## src/rtl/eater_ctrl_pkg.sv

```systemverilog
// -----------------------------------------------------------------------------
// eater_ctrl_pkg
// Shared definitions for the control stage of the 8-bit computer:
//   - control-word bit positions and one-hot masks, {HLT..FI} MSB first
//   - opcode constants
//   - fetch row constants common to every instruction
//   - default widths and the default number of T-states per instruction
// -----------------------------------------------------------------------------
package eater_ctrl_pkg;

  localparam int T_STATES_DEFAULT = 5;
  localparam int CW_WIDTH_DEFAULT = 16;
  localparam int OP_WIDTH_DEFAULT = 4;
  localparam int TS_WIDTH         = 3;

  typedef logic [CW_WIDTH_DEFAULT-1:0] cw_t;

  // Control-word bit positions.
  localparam int CW_HLT = 15;
  localparam int CW_MI  = 14;
  localparam int CW_RI  = 13;
  localparam int CW_RO  = 12;
  localparam int CW_IO  = 11;
  localparam int CW_II  = 10;
  localparam int CW_AI  = 9;
  localparam int CW_AO  = 8;
  localparam int CW_EO  = 7;
  localparam int CW_SU  = 6;
  localparam int CW_BI  = 5;
  localparam int CW_OI  = 4;
  localparam int CW_CE  = 3;
  localparam int CW_CO  = 2;
  localparam int CW_J   = 1;
  localparam int CW_FI  = 0;

  // Flag bit positions inside the {carry, zero} flags register.
  localparam int FLAG_C = 1;
  localparam int FLAG_Z = 0;

  function automatic cw_t cw_bit(input int unsigned idx);
    return cw_t'(1) << idx;
  endfunction

  localparam cw_t M_HLT = cw_bit(CW_HLT);
  localparam cw_t M_MI  = cw_bit(CW_MI);
  localparam cw_t M_RI  = cw_bit(CW_RI);
  localparam cw_t M_RO  = cw_bit(CW_RO);
  localparam cw_t M_IO  = cw_bit(CW_IO);
  localparam cw_t M_II  = cw_bit(CW_II);
  localparam cw_t M_AI  = cw_bit(CW_AI);
  localparam cw_t M_AO  = cw_bit(CW_AO);
  localparam cw_t M_EO  = cw_bit(CW_EO);
  localparam cw_t M_SU  = cw_bit(CW_SU);
  localparam cw_t M_BI  = cw_bit(CW_BI);
  localparam cw_t M_OI  = cw_bit(CW_OI);
  localparam cw_t M_CE  = cw_bit(CW_CE);
  localparam cw_t M_CO  = cw_bit(CW_CO);
  localparam cw_t M_J   = cw_bit(CW_J);
  localparam cw_t M_FI  = cw_bit(CW_FI);

  // Fetch rows shared by all opcodes.
  localparam cw_t ROW_FETCH_T0 = M_CO | M_MI;
  localparam cw_t ROW_FETCH_T1 = M_RO | M_II | M_CE;

  typedef enum logic [OP_WIDTH_DEFAULT-1:0] {
    OP_NOP = 4'h0,
    OP_LDA = 4'h1,
    OP_ADD = 4'h2,
    OP_SUB = 4'h3,
    OP_STA = 4'h4,
    OP_LDI = 4'h5,
    OP_JMP = 4'h6,
    OP_JC  = 4'h7,
    OP_JZ  = 4'h8,
    OP_OUT = 4'hE,
    OP_HLT = 4'hF
  } opcode_e;

endpackage

```

## src/rtl/microcode_rom.sv

```systemverilog
// -----------------------------------------------------------------------------
// microcode_rom
// Purely combinational microcode lookup: (opcode, T-state, flags) -> row.
// Ports:
//   opcode_i   in  instruction register upper nibble
//   t_state_i  in  micro-step to look up (values past the last step give 0)
//   flags_i    in  {carry, zero}, used by the conditional jumps
//   row_o      out control word row for that micro-step
// -----------------------------------------------------------------------------
module microcode_rom
  import eater_ctrl_pkg::*;
(
  input  logic [OP_WIDTH_DEFAULT-1:0] opcode_i,
  input  logic [TS_WIDTH-1:0]         t_state_i,
  input  logic [1:0]                  flags_i,
  output cw_t                         row_o
);

  // NOTE: every output of an always_comb block gets a default first so that
  // no path leaves it unassigned, which would otherwise infer a latch.
  always_comb begin
    row_o = '0;
    if (t_state_i == 3'd0) begin
      row_o = ROW_FETCH_T0;
    end else if (t_state_i == 3'd1) begin
      row_o = ROW_FETCH_T1;
    end else begin
      case (opcode_i)
        OP_LDA: begin
          if (t_state_i == 3'd2)      row_o = M_IO | M_MI;
          else if (t_state_i == 3'd3) row_o = M_RO | M_AI;
        end
        OP_ADD: begin
          if (t_state_i == 3'd2)      row_o = M_IO | M_MI;
          else if (t_state_i == 3'd3) row_o = M_RO | M_BI;
          else if (t_state_i == 3'd4) row_o = M_EO | M_AI | M_FI;
        end
        OP_SUB: begin
          if (t_state_i == 3'd2)      row_o = M_IO | M_MI;
          else if (t_state_i == 3'd3) row_o = M_RO | M_BI;
          else if (t_state_i == 3'd4) row_o = M_EO | M_AI | M_SU | M_FI;
        end
        OP_STA: begin
          if (t_state_i == 3'd2)      row_o = M_IO | M_MI;
          else if (t_state_i == 3'd3) row_o = M_AO | M_RI;
        end
        OP_LDI: if (t_state_i == 3'd2) row_o = M_IO | M_AI;
        OP_JMP: if (t_state_i == 3'd2) row_o = M_IO | M_J;
        // Conditional jumps collapse to an empty T2 when not taken.
        OP_JC:  if (t_state_i == 3'd2 && flags_i[FLAG_C]) row_o = M_IO | M_J;
        OP_JZ:  if (t_state_i == 3'd2 && flags_i[FLAG_Z]) row_o = M_IO | M_J;
        OP_OUT: if (t_state_i == 3'd2) row_o = M_AO | M_OI;
        OP_HLT: if (t_state_i == 3'd2) row_o = M_HLT;
        default: row_o = '0;
      endcase
    end
  end

endmodule

```

## src/rtl/microcode_sequencer.sv

```systemverilog
// -----------------------------------------------------------------------------
// microcode_sequencer
// Control stage of the 8-bit computer. Owns the T-state counter, the
// {carry, zero} flags register and the sticky halt bit, and decodes the
// current opcode/T-state/flags into the control word.
// Ports:
//   system_clock  in  system clock, all state on the rising edge
//   system_reset  in  synchronous active-high reset
//   step_en       in  one-cycle pulse per machine step
//   opcode        in  instruction register upper nibble
//   alu_carry     in  ALU carry-out, captured on steps whose row has FI
//   alu_zero      in  ALU zero flag, captured on steps whose row has FI
//   control_word  out {HLT,MI,RI,RO,IO,II,AI,AO,EO,SU,BI,OI,CE,CO,J,FI}
//   t_state       out current micro-step
//   flags         out registered {carry, zero}
//   halted        out sticky halt indicator
// -----------------------------------------------------------------------------
module microcode_sequencer
  import eater_ctrl_pkg::*;
#(
  parameter int T_STATES = T_STATES_DEFAULT,
  parameter int CW_WIDTH = CW_WIDTH_DEFAULT,
  parameter int OP_WIDTH = OP_WIDTH_DEFAULT
) (
  input  logic                system_clock,
  input  logic                system_reset,
  input  logic                step_en,
  input  logic [OP_WIDTH-1:0] opcode,
  input  logic                alu_carry,
  input  logic                alu_zero,
  output logic [CW_WIDTH-1:0] control_word,
  output logic [2:0]          t_state,
  output logic [1:0]          flags,
  output logic                halted
);

  localparam logic [TS_WIDTH-1:0] T_LAST = TS_WIDTH'(T_STATES - 1);

  logic [TS_WIDTH-1:0] t_state_q, t_state_d;
  logic [1:0]          flags_q, flags_d;
  logic                halted_q, halted_d;
  logic [TS_WIDTH-1:0] t_next;
  cw_t                 cur_row;
  cw_t                 next_row;

  assign t_next = t_state_q + 3'd1;

  microcode_rom u_rom_cur (
    .opcode_i  (opcode),
    .t_state_i (t_state_q),
    .flags_i   (flags_q),
    .row_o     (cur_row)
  );

  // Looks one step ahead so an instruction whose remaining rows are empty
  // returns to fetch instead of idling through blank T-states.
  microcode_rom u_rom_next (
    .opcode_i  (opcode),
    .t_state_i (t_next),
    .flags_i   (flags_q),
    .row_o     (next_row)
  );

  always_comb begin
    t_state_d = t_state_q;
    flags_d   = flags_q;
    halted_d  = halted_q;
    if (step_en && !halted_q) begin
      if (cur_row[CW_FI]) begin
        flags_d = {alu_carry, alu_zero};
      end
      if (cur_row[CW_HLT]) begin
        // The counter parks on the HLT row; only reset releases it.
        halted_d = 1'b1;
      end else if (t_state_q == T_LAST ||
                   (t_state_q >= 3'd2 && next_row == '0)) begin
        t_state_d = '0;
      end else begin
        t_state_d = t_next;
      end
    end
  end

  // NOTE: state registers use non-blocking assignments so every flop samples
  // the pre-edge values regardless of statement order.
  always_ff @(posedge system_clock) begin
    if (system_reset) begin
      t_state_q <= '0;
      flags_q   <= '0;
      halted_q  <= 1'b0;
    end else begin
      t_state_q <= t_state_d;
      flags_q   <= flags_d;
      halted_q  <= halted_d;
    end
  end

  assign control_word = halted_q ? '0 : cur_row;
  assign t_state      = t_state_q;
  assign flags        = flags_q;
  assign halted       = halted_q;

endmodule

```

## config.mk

```make
export PLATFORM = sky130hd
export DESIGN_NAME = microcode_sequencer
export DESIGN_NICKNAME = d
export VERILOG_FILES = /design/src/rtl/eater_ctrl_pkg.sv /design/src/rtl/microcode_rom.sv /design/src/rtl/microcode_sequencer.sv
export SDC_FILE = /design/constraint.sdc
export NUM_CORES = 1
export LEC_CHECK = 0
export ABC_AREA = 0
export CORE_MARGIN = 5
export CORE_UTILIZATION = 39
export DETAILED_ROUTE_END_ITERATION = 8
export GPL_ROUTABILITY_DRIVEN = 0
export MAX_ROUTING_LAYER = met4
export PLACE_DENSITY = 0.75
export SYNTH_ARGS = -nofsm -noshare
export SYNTH_HDL_FRONTEND = slang
export SYNTH_SLANG_ARGS = --single-unit
```

## constraint.sdc

```tcl
create_clock -name system_clock -period 2.2 [get_ports system_clock]
set_input_delay 0.44 -clock system_clock [delete_from_list [all_inputs] [get_ports system_clock]]
set_output_delay 0.44 -clock system_clock [all_outputs]
set_load 0.03 [all_outputs]
```

==> flow_metrics.env, run 1 <==
export IMPL_p_leak_nw=0.684
export IMPL_critPathTopFamily="buffers and inverters"
export IMPL_num_rows=16
export IMPL_rsz0062_at_grt="true"
export IMPL_cts_root_buf="clkbuf_4"
export IMPL_end_kind="output pin"
export IMPL_grt_usage_pct=19.9
export IMPL_die_x_um=55.7
export IMPL_routed_wl_mm=3.41
export IMPL_cts_sinks=6
export IMPL_cellPowerDensity_nw_per_um2=350
export IMPL_relSlewSlack_pct=66.3
export IMPL_crit_type="in2out"
export IMPL_wl_per_cell_um=16.3
export IMPL_syn_cell_area_um2=815
export IMPL_io_pins=31
export IMPL_drt_pass1_iterations=4
export IMPL_postSynthAreaPerCell_um2=7.08
export IMPL_vias_per_cell=5.49
export IMPL_finalPower_uw=580
export IMPL_worst_skew_pair_late_latency_ps=260
export IMPL_skew_ps=0.812
export IMPL_dp_hpwl_mm=2.18
export IMPL_ys_ff_latch=6
export IMPL_whs_path_depth=2
export IMPL_crit_slowest_cell="or3_1"
export IMPL_clkTransAtPathRegs_ps=50
export IMPL_overflow=0
export IMPL_required_ps=1760
export IMPL_vias=1148
export IMPL_synth_nets=132
export IMPL_setup_ws_ps=-291
export IMPL_grt_max_degree=12
export IMPL_clockBufferDepth=2
export IMPL_crit_chain="dlygate4sd2_1, or3_1, a21oi_2, nor3_2, buf_4, a41o_1, clkdlybuf4s15_2"
export IMPL_hold_viol_final=0
export IMPL_yosys_warnings=0
export IMPL_status="complete, but fails checks"
export IMPL_final_area_um2=1660
export IMPL_drtIter0Drc=36
export IMPL_ir_worst_vdd_v=0.000296
export IMPL_core_area_um2=1980
export IMPL_yosys_area_top_type_share_pct=14.7
export IMPL_drc=0
export IMPL_max_stage_delay_ps=380
export IMPL_worstMarginPinSlew_ps=493
export IMPL_cp_num_cells=7
export IMPL_antenna_found_initial=0
export IMPL_failed_checks="negative setup slack"
export IMPL_timing_critical_path_buf_inv=3
export IMPL_fin_nets=200
export IMPL_fmax_mhz=401
export IMPL_synthToLayoutAreaGrowth_pct=104
export IMPL_period_minus_slack_ps=2490
export IMPL_cp_start_kind="primary input"
export IMPL_syn_inst=115
export IMPL_ant_nets=0
export IMPL_post_place_ws_ps=-647
export IMPL_cts_tree="done"
export IMPL_drive_above_1_share_pct=53.8
export IMPL_hold_class="reg2reg"
export IMPL_ys_seq_area_share_pct=14.7
export IMPL_finalCritPeriodShare_pct=113
export IMPL_dieHeight_um=55.7
export IMPL_tns_ps=-1800
export IMPL_grt_pass1_wl_mm=4.94
export IMPL_crit_fanout=4
export IMPL_dpl_instance_area_um2=1360
export IMPL_worstPathArrival_ps=2050
export IMPL_diodes=0
export IMPL_setup_viol=10
export IMPL_synth_area_top_cells="dfxtp_1 (15%), ha_1 (12%), nand2_1 (7.8%)"
export IMPL_initial_utilization_pct=41.1
export IMPL_synth_cell_types=41
export IMPL_hold_buffers=0
export IMPL_ff2ff_path_depth=10
export IMPL_io_buffers=30
export IMPL_cts_buffers=3
export IMPL_die_area_um2=3100
export IMPL_htree_levels=1
export IMPL_grt_pass1_vias=1124
export IMPL_cap_violations=0
export IMPL_synth_area_leader_cell="dfxtp_1"
export IMPL_report_final_slew_viol_count=0
[stage by stage]
stage	util, %	std cells	hold WS (ps)
global placement	68.4	189	465
finish	83.7	209	499
floorplan	-	115	509
detailed placement	68.4	189	490
global route	83.7	209	525
CTS	79.0	203	499
[placed cells by master, fill, tap and decap left out, types with 4 or more instances in the layout]
cell type        count
ha_4                 5
nand3_1              4
nor2_1               6
clkdlybuf4s50_1     10
inv_1                4
buf_4               41
a21oi_1              7
nand2_1             16
buf_6               14
[synthesized netlist by cell type (all sizes together)]
master,n
a2111oi,1
a211oi,2
a21oi,9
a221o,1
a31oi,1
a41o,1
and2,1
and4,3
buf,7
clkbuf,2
dfxtp,6
ha,8
inv,8
maj3,1
mux2,1
nand2,17
nand2b,2
nand3,4
nand3b,1
nand4b,1
nand4bb,1
nor2,10
nor3,6
nor3b,3
nor4,1
nor4b,1
nor4bb,1
o211ai,1
o21a,1
o21ai,6
o21bai,1
o31ai,1
or3,3
or4,1
or4b,1
[worst reg2reg max path: cells and delay by family, from the launching register on]
| family | cells | cell delay, ps |
|---|---|---|
| buffers and inverters | 4 | 450 |
| AOI/OAI and AO/OA | 1 | 50 |
| adders and majority gates | 1 | 140 |
| DFF | 1 | 350 |
| and+or+nand+nor | 4 | 890 |
[path summary, 6_finish.rpt]
path | start | end | slack, ps
hold reg to reg | flags[0] | flags[0] | 500
setup reg to reg | t_state[0] | t_state[1] | 190
setup / recovery | opcode[0] | control_word[12] | -290
hold / removal | flags[0] | flags[0] | 500
[registers in the layout (all words and copies together), names as in the netlist]
| register | count |
|---|---|
| t_state | 3 |
| flags | 2 |
| halted | 1 |
[routing by layer]
layer	track usage [%]	routed length, µm	vias up
met3	2.09	242	7
met1	21.6	1370	532
met2	36.1	1740	61
met5	-	0	-
li1	-	-	548
met4	8.68	55	0
[layout make-up]
cell class	instances	area, µm²
fillers	114	323
flip-flops and latches	6	129
clock buffers	4	26.3
multi-input cells	92	790
well taps	27	33.8
repair buffers	72	643
inverters	8	37.5
[where the power goes]
group | internal, mW | total [mW] | switching, mW
Combinational | 0.169 | 0.341 | 0.172
Sequential | 0.113 | 0.118 | 0.00521
Clock | 0.0695 | 0.121 | 0.0516
Total | 0.352 | 0.580 | 0.229
[kinds of logic after synthesis]
logic type | count (synthesis) | synth area share (%)
AO/OA/AOI/OAI | 25 | 19.8
adder cells (fa/ha/maj) | 9 | 13.5
buffers and inverters | 17 | 10.6
flip-flops | 6 | 14.7
multiplexers | 1 | 1.38
AND/OR/NAND/NOR | 57 | 39.9
[timing repair]
action                                  in CTS  in global routing
gates resized for setup                     34                  9
gates cloned                                 0                  0
endpoints found under the setup margin      16                 14
pin swaps                                    6                  5
setup buffers                               10                  7
(Power assumes the default switching activity.)
==> run 2, diff against run 1 <==
CORE_MARGIN = not set   (was 5)
CORE_UTILIZATION = 43   (was 39)
PLACE_DENSITY = 0.79   (was 0.75)
clock period = 2.6 ns   (was 2.2 ns; I/O delays follow)
==> flow_metrics.env, run 2 (same netlist as run 1, synthesis figures left out) <==
export IMPL_status="complete, no violations"
export IMPL_drtIter0Drc=15
export IMPL_ir_worst_vdd_v=0.000241
export IMPL_io_buffers=30
export IMPL_vias_per_cell=5.69
export IMPL_die_x_um=45.5
export IMPL_worst_skew_pair_late_latency_ps=250
export IMPL_dp_hpwl_mm=2.09
export IMPL_cts_sinks=6
export IMPL_report_final_slew_viol_count=0
export IMPL_hold_viol_final=0
export IMPL_vias=1059
export IMPL_required_ps=2080
export IMPL_core_area_um2=1750
export IMPL_crit_type="in2out"
export IMPL_fmax_mhz=390
export IMPL_setup_viol=0
export IMPL_largest_reg_flops=3
export IMPL_drc=0
export IMPL_layout_commonest_cell="buf_4"
export IMPL_wl_per_cell_um=14.7
export IMPL_cts_buffers=3
export IMPL_finalPower_uw=398
export IMPL_utilization_pct=77.7
export IMPL_relSlewSlack_pct=69.9
export IMPL_skew_ps=4.82
export IMPL_worstMarginPinSlew_ps=446
export IMPL_fin_nets=180
export IMPL_end_kind="output pin"
export IMPL_htree_levels=1
export IMPL_initial_utilization_pct=46.7
export IMPL_hold_class="reg2reg"
export IMPL_clkTransAtPathRegs_ps=50
export IMPL_grt_max_degree=11
export IMPL_hold_buffers=0
export IMPL_drt_pass1_iterations=4
export IMPL_clockBufferDepth=2
export IMPL_dieHeight_um=45.5
export IMPL_cts_tree="done"
export IMPL_dpl_instance_area_um2=1260
export IMPL_cap_violations=0
export IMPL_grt_usage_pct=29.5
export IMPL_grt_pass1_vias=1039
export IMPL_cts_root_buf="clkbuf_4"
export IMPL_antenna_found_initial=0
export IMPL_grt_pass1_wl_mm=4.32
export IMPL_final_area_um2=1360
export IMPL_drive_above_1_share_pct=42.2
export IMPL_final_cell_mix="buf_4 (30), nand2_1 (16), clkdlybuf4s50_1 (11), a21oi_1 (7), nor2_1 (6)"
export IMPL_ant_nets=0
export IMPL_synthToLayoutAreaGrowth_pct=66.5
export IMPL_die_area_um2=2070
export IMPL_routed_wl_mm=2.74
export IMPL_period_minus_slack_ps=2560
export IMPL_crit_fanout=6
export IMPL_worstPathArrival_ps=2040
export IMPL_cellPowerDensity_nw_per_um2=293
export IMPL_p_leak_nw=0.585
export IMPL_finalCritPeriodShare_pct=98.5
export IMPL_cp_start_kind="primary input"
export IMPL_io_pins=31
export IMPL_num_rows=15
export IMPL_diodes=0
export IMPL_overflow=0
[run 2: worst paths after layout]
| path | startpoint | end | slack, ps | cells after the start |
|---|---|---|---|---|
| max | opcode[2] | control_word[5] | 40 | 7 |
| min reg2reg | flags[0] | flags[0] | 490 | 2 |
| min | flags[0] | flags[0] | 490 | 2 |
| max reg2reg | t_state[0] | t_state[0] | 610 | 8 |
[run 2: critical path: stages]
cell and delay (ps):
clkdlybuf4s15_2 260, nor2_4 120, nor3_2 50, nor3_2 180, or4b_4 550, nor3b_4 210
buf_6 150
[run 2: cell type report]
class / instances / area [µm²]
fill: 142 / 389
clock buffer: 3 / 22.5
timing repair buffer: 52 / 440
sequential: 6 / 123
tap: 25 / 31.3
inverter: 8 / 30.0
multi-input combinational: 92 / 709
[run 2: routing by layer]
metal  part of all wire, %  global-route usage, %  up-vias
met5                     0                      -        -
met4                   1.9                   17.6        0
met3                   6.9                   3.57        8
met2                    52                   51.4       51
met1                    39                   31.5      500
li1                      -                      -      500
[run 2: timing repair]
action                     CTS  global route
pin swaps                    4             4
setup endpoints to repair   10             7
buffers inserted             0             2
gates resized for setup     24            13
[run 2: where the power goes]
part / switching, mW / internal [mW]
registers: 0.00230 / 0.0963
clock network: 0.0354 / 0.0523
logic: 0.118 / 0.0932
[run 2: through the flow]
stage / hold WS [ps] / setup WS, ps / TNS (ps) / instances
2_1_floorplan: 542 / 72.1 / 0 / 115
3_3_place_gp: 466 / -382 / -1260 / 182
3_5_place_dp: 485 / -402 / -1600 / 182
4_1_cts: 494 / 7.03 / 0 / 184
5_1_grt: 533 / -16.7 / -16.7 / 186
6_report: 494 / 38.1 / 0 / 186
==> run 3, diff against run 2 <==
CORE_MARGIN = 2   (was not set)
CTS_BUF_LIST = sky130_fd_sc_hd__clkbuf_16   (was not set)
TNS_END_PERCENT = 20   (was not set)
==> flow_metrics.env, run 3 (same netlist as run 1, synthesis figures left out) <==
export IMPL_status="complete, no violations"
export IMPL_diodes=0
export IMPL_period_minus_slack_ps=2520
export IMPL_cap_violations=0
export IMPL_drtIter0Drc=26
export IMPL_finalPower_uw=557
export IMPL_grt_pass1_vias=949
export IMPL_synthToLayoutAreaGrowth_pct=69.3
export IMPL_hold_class="reg2reg"
export IMPL_max_stage_delay_ps=530
export IMPL_ir_worst_vdd_v=0.000489
export IMPL_fin_nets=178
export IMPL_cp_common_cell="nor3_2"
export IMPL_crit_slowest_cell="or4b_4"
export IMPL_worst_skew_pair_late_latency_ps=230
export IMPL_skew_ps=1.18
export IMPL_crit_chain="clkdlybuf4s15_2, nor2_4, nor3_2, nor3_2, or4b_4, nor3b_4, buf_6"
export IMPL_drive_above_1_share_pct=41.5
export IMPL_dp_hpwl_mm=2.02
export IMPL_finalCritPeriodShare_pct=96.8
export IMPL_antenna_found_initial=0
export IMPL_setup_viol=0
export IMPL_largest_reg_flops=3
export IMPL_dieHeight_um=47.5
export IMPL_cp_start_kind="primary input"
export IMPL_grt_max_degree=11
export IMPL_ant_nets=0
export IMPL_report_final_slew_viol_count=0
export IMPL_end_kind="output pin"
export IMPL_cts_root_buf="clkbuf_16"
export IMPL_core_area_um2=1750
export IMPL_nFillCells=137
export IMPL_crit_fanout=6
export IMPL_utilization_pct=79.0
export IMPL_cts_buffers=3
export IMPL_fmax_mhz=397
export IMPL_wl_per_cell_um=14.8
export IMPL_num_rows=15
export IMPL_worstPathArrival_ps=2000
export IMPL_final_cell_mix="buf_4 (29), nand2_1 (16), clkdlybuf4s50_1 (12), a21oi_1 (7), nor2_1 (6)"
export IMPL_crit_type="in2out"
export IMPL_setup_ws_ps=83.7
export IMPL_grt_pass1_wl_mm=4.18
export IMPL_clockBufferDepth=2
export IMPL_htree_levels=1
export IMPL_die_x_um=47.5
export IMPL_hold_buffers=0
export IMPL_clkTransAtPathRegs_ps=40
export IMPL_io_buffers=30
export IMPL_cts_tree="done"
export IMPL_vias_per_cell=5.55
export IMPL_post_place_ws_ps=-419
export IMPL_p_leak_nw=0.580
export IMPL_die_area_um2=2260
export IMPL_grt_usage_pct=27.4
export IMPL_drt_pass1_iterations=4
export IMPL_drc=0
export IMPL_hold_viol_final=0
export IMPL_relSlewSlack_pct=70.1
export IMPL_fin_cells=184
export IMPL_io_pins=31
export IMPL_dp_cells=182
export IMPL_overflow=0
export IMPL_required_ps=2080
export IMPL_vias=1021
export IMPL_routed_wl_mm=2.72
export IMPL_cellPowerDensity_nw_per_um2=404
export IMPL_initial_utilization_pct=46.7
export IMPL_layout_commonest_cell="buf_4"
export IMPL_worstMarginPinSlew_ps=444
export IMPL_cts_sinks=6
run 3: cell types whose count changed in the layout (fill, tap and decap cells not counted), sizes merged:
cell	delta
buf	-4
clkbuf	+2
clkdlybuf4s15	+1
clkdlybuf4s50	+1
dlygate4sd2	-1
dlymetal6s2s	-1
run 3: layer usage:
layer	vias up	global-route usage, %	wire (µm)
met1	472	30.5	1110
met2	42	48.1	1440
met5	-	-	0
met4	0	14.4	48
met3	6	2.26	121
li1	501	-	-
run 3: worst paths after layout:
path / startpoint / to / slack, ps / depth (start not counted)
hold reg to reg: flags[0] / flags[0] / 500 / 2
setup / recovery: opcode[2] / control_word[5] / 80 / 7
setup reg to reg: t_state[0] / t_state[0] / 610 / 8
hold / removal: flags[0] / flags[0] / 500 / 2
run 3: metrics by stage:
stage               area [µm²]  setup TNS, ps  hold WS, ps
floorplan                  857              0          542
global placement          1260          -1270          466
detailed placement        1260          -1580          487
CTS                       1360              0          495
global route              1380          -5.79          510
finish                    1380              0          495
run 3: timing repair:
action / in CTS / in global routing
pin swaps: 3 / 2
setup endpoints to repair: 13 / 4
gates resized for setup: 22 / 10
setup buffers: 0 / 1
run 3: area by class of cell:
cell class | count | area [µm²] | share of cell area (%)
Sequential cell | 6 | 123 | 8.89
Timing Repair Buffer | 50 | 420 | 30.5
Inverter | 8 | 30.0 | 2.18
Tap cell | 25 | 31.3 | 2.27
Clock buffer | 3 | 75.1 | 5.44
Multi-Input combinational cell | 92 | 699 | 50.7
run 3: power by group:
group / total (mW) / internal [mW] / switching, mW
Sequential: 0.0990 / 0.0967 / 0.00227
Clock: 0.252 / 0.198 / 0.0543
Combinational: 0.206 / 0.0907 / 0.116
run 3: worst max-delay path: cells and delay by family:
family	cells	cell delay, ps
buffers and inverters	2	400
and+or+nand+nor	5	1060
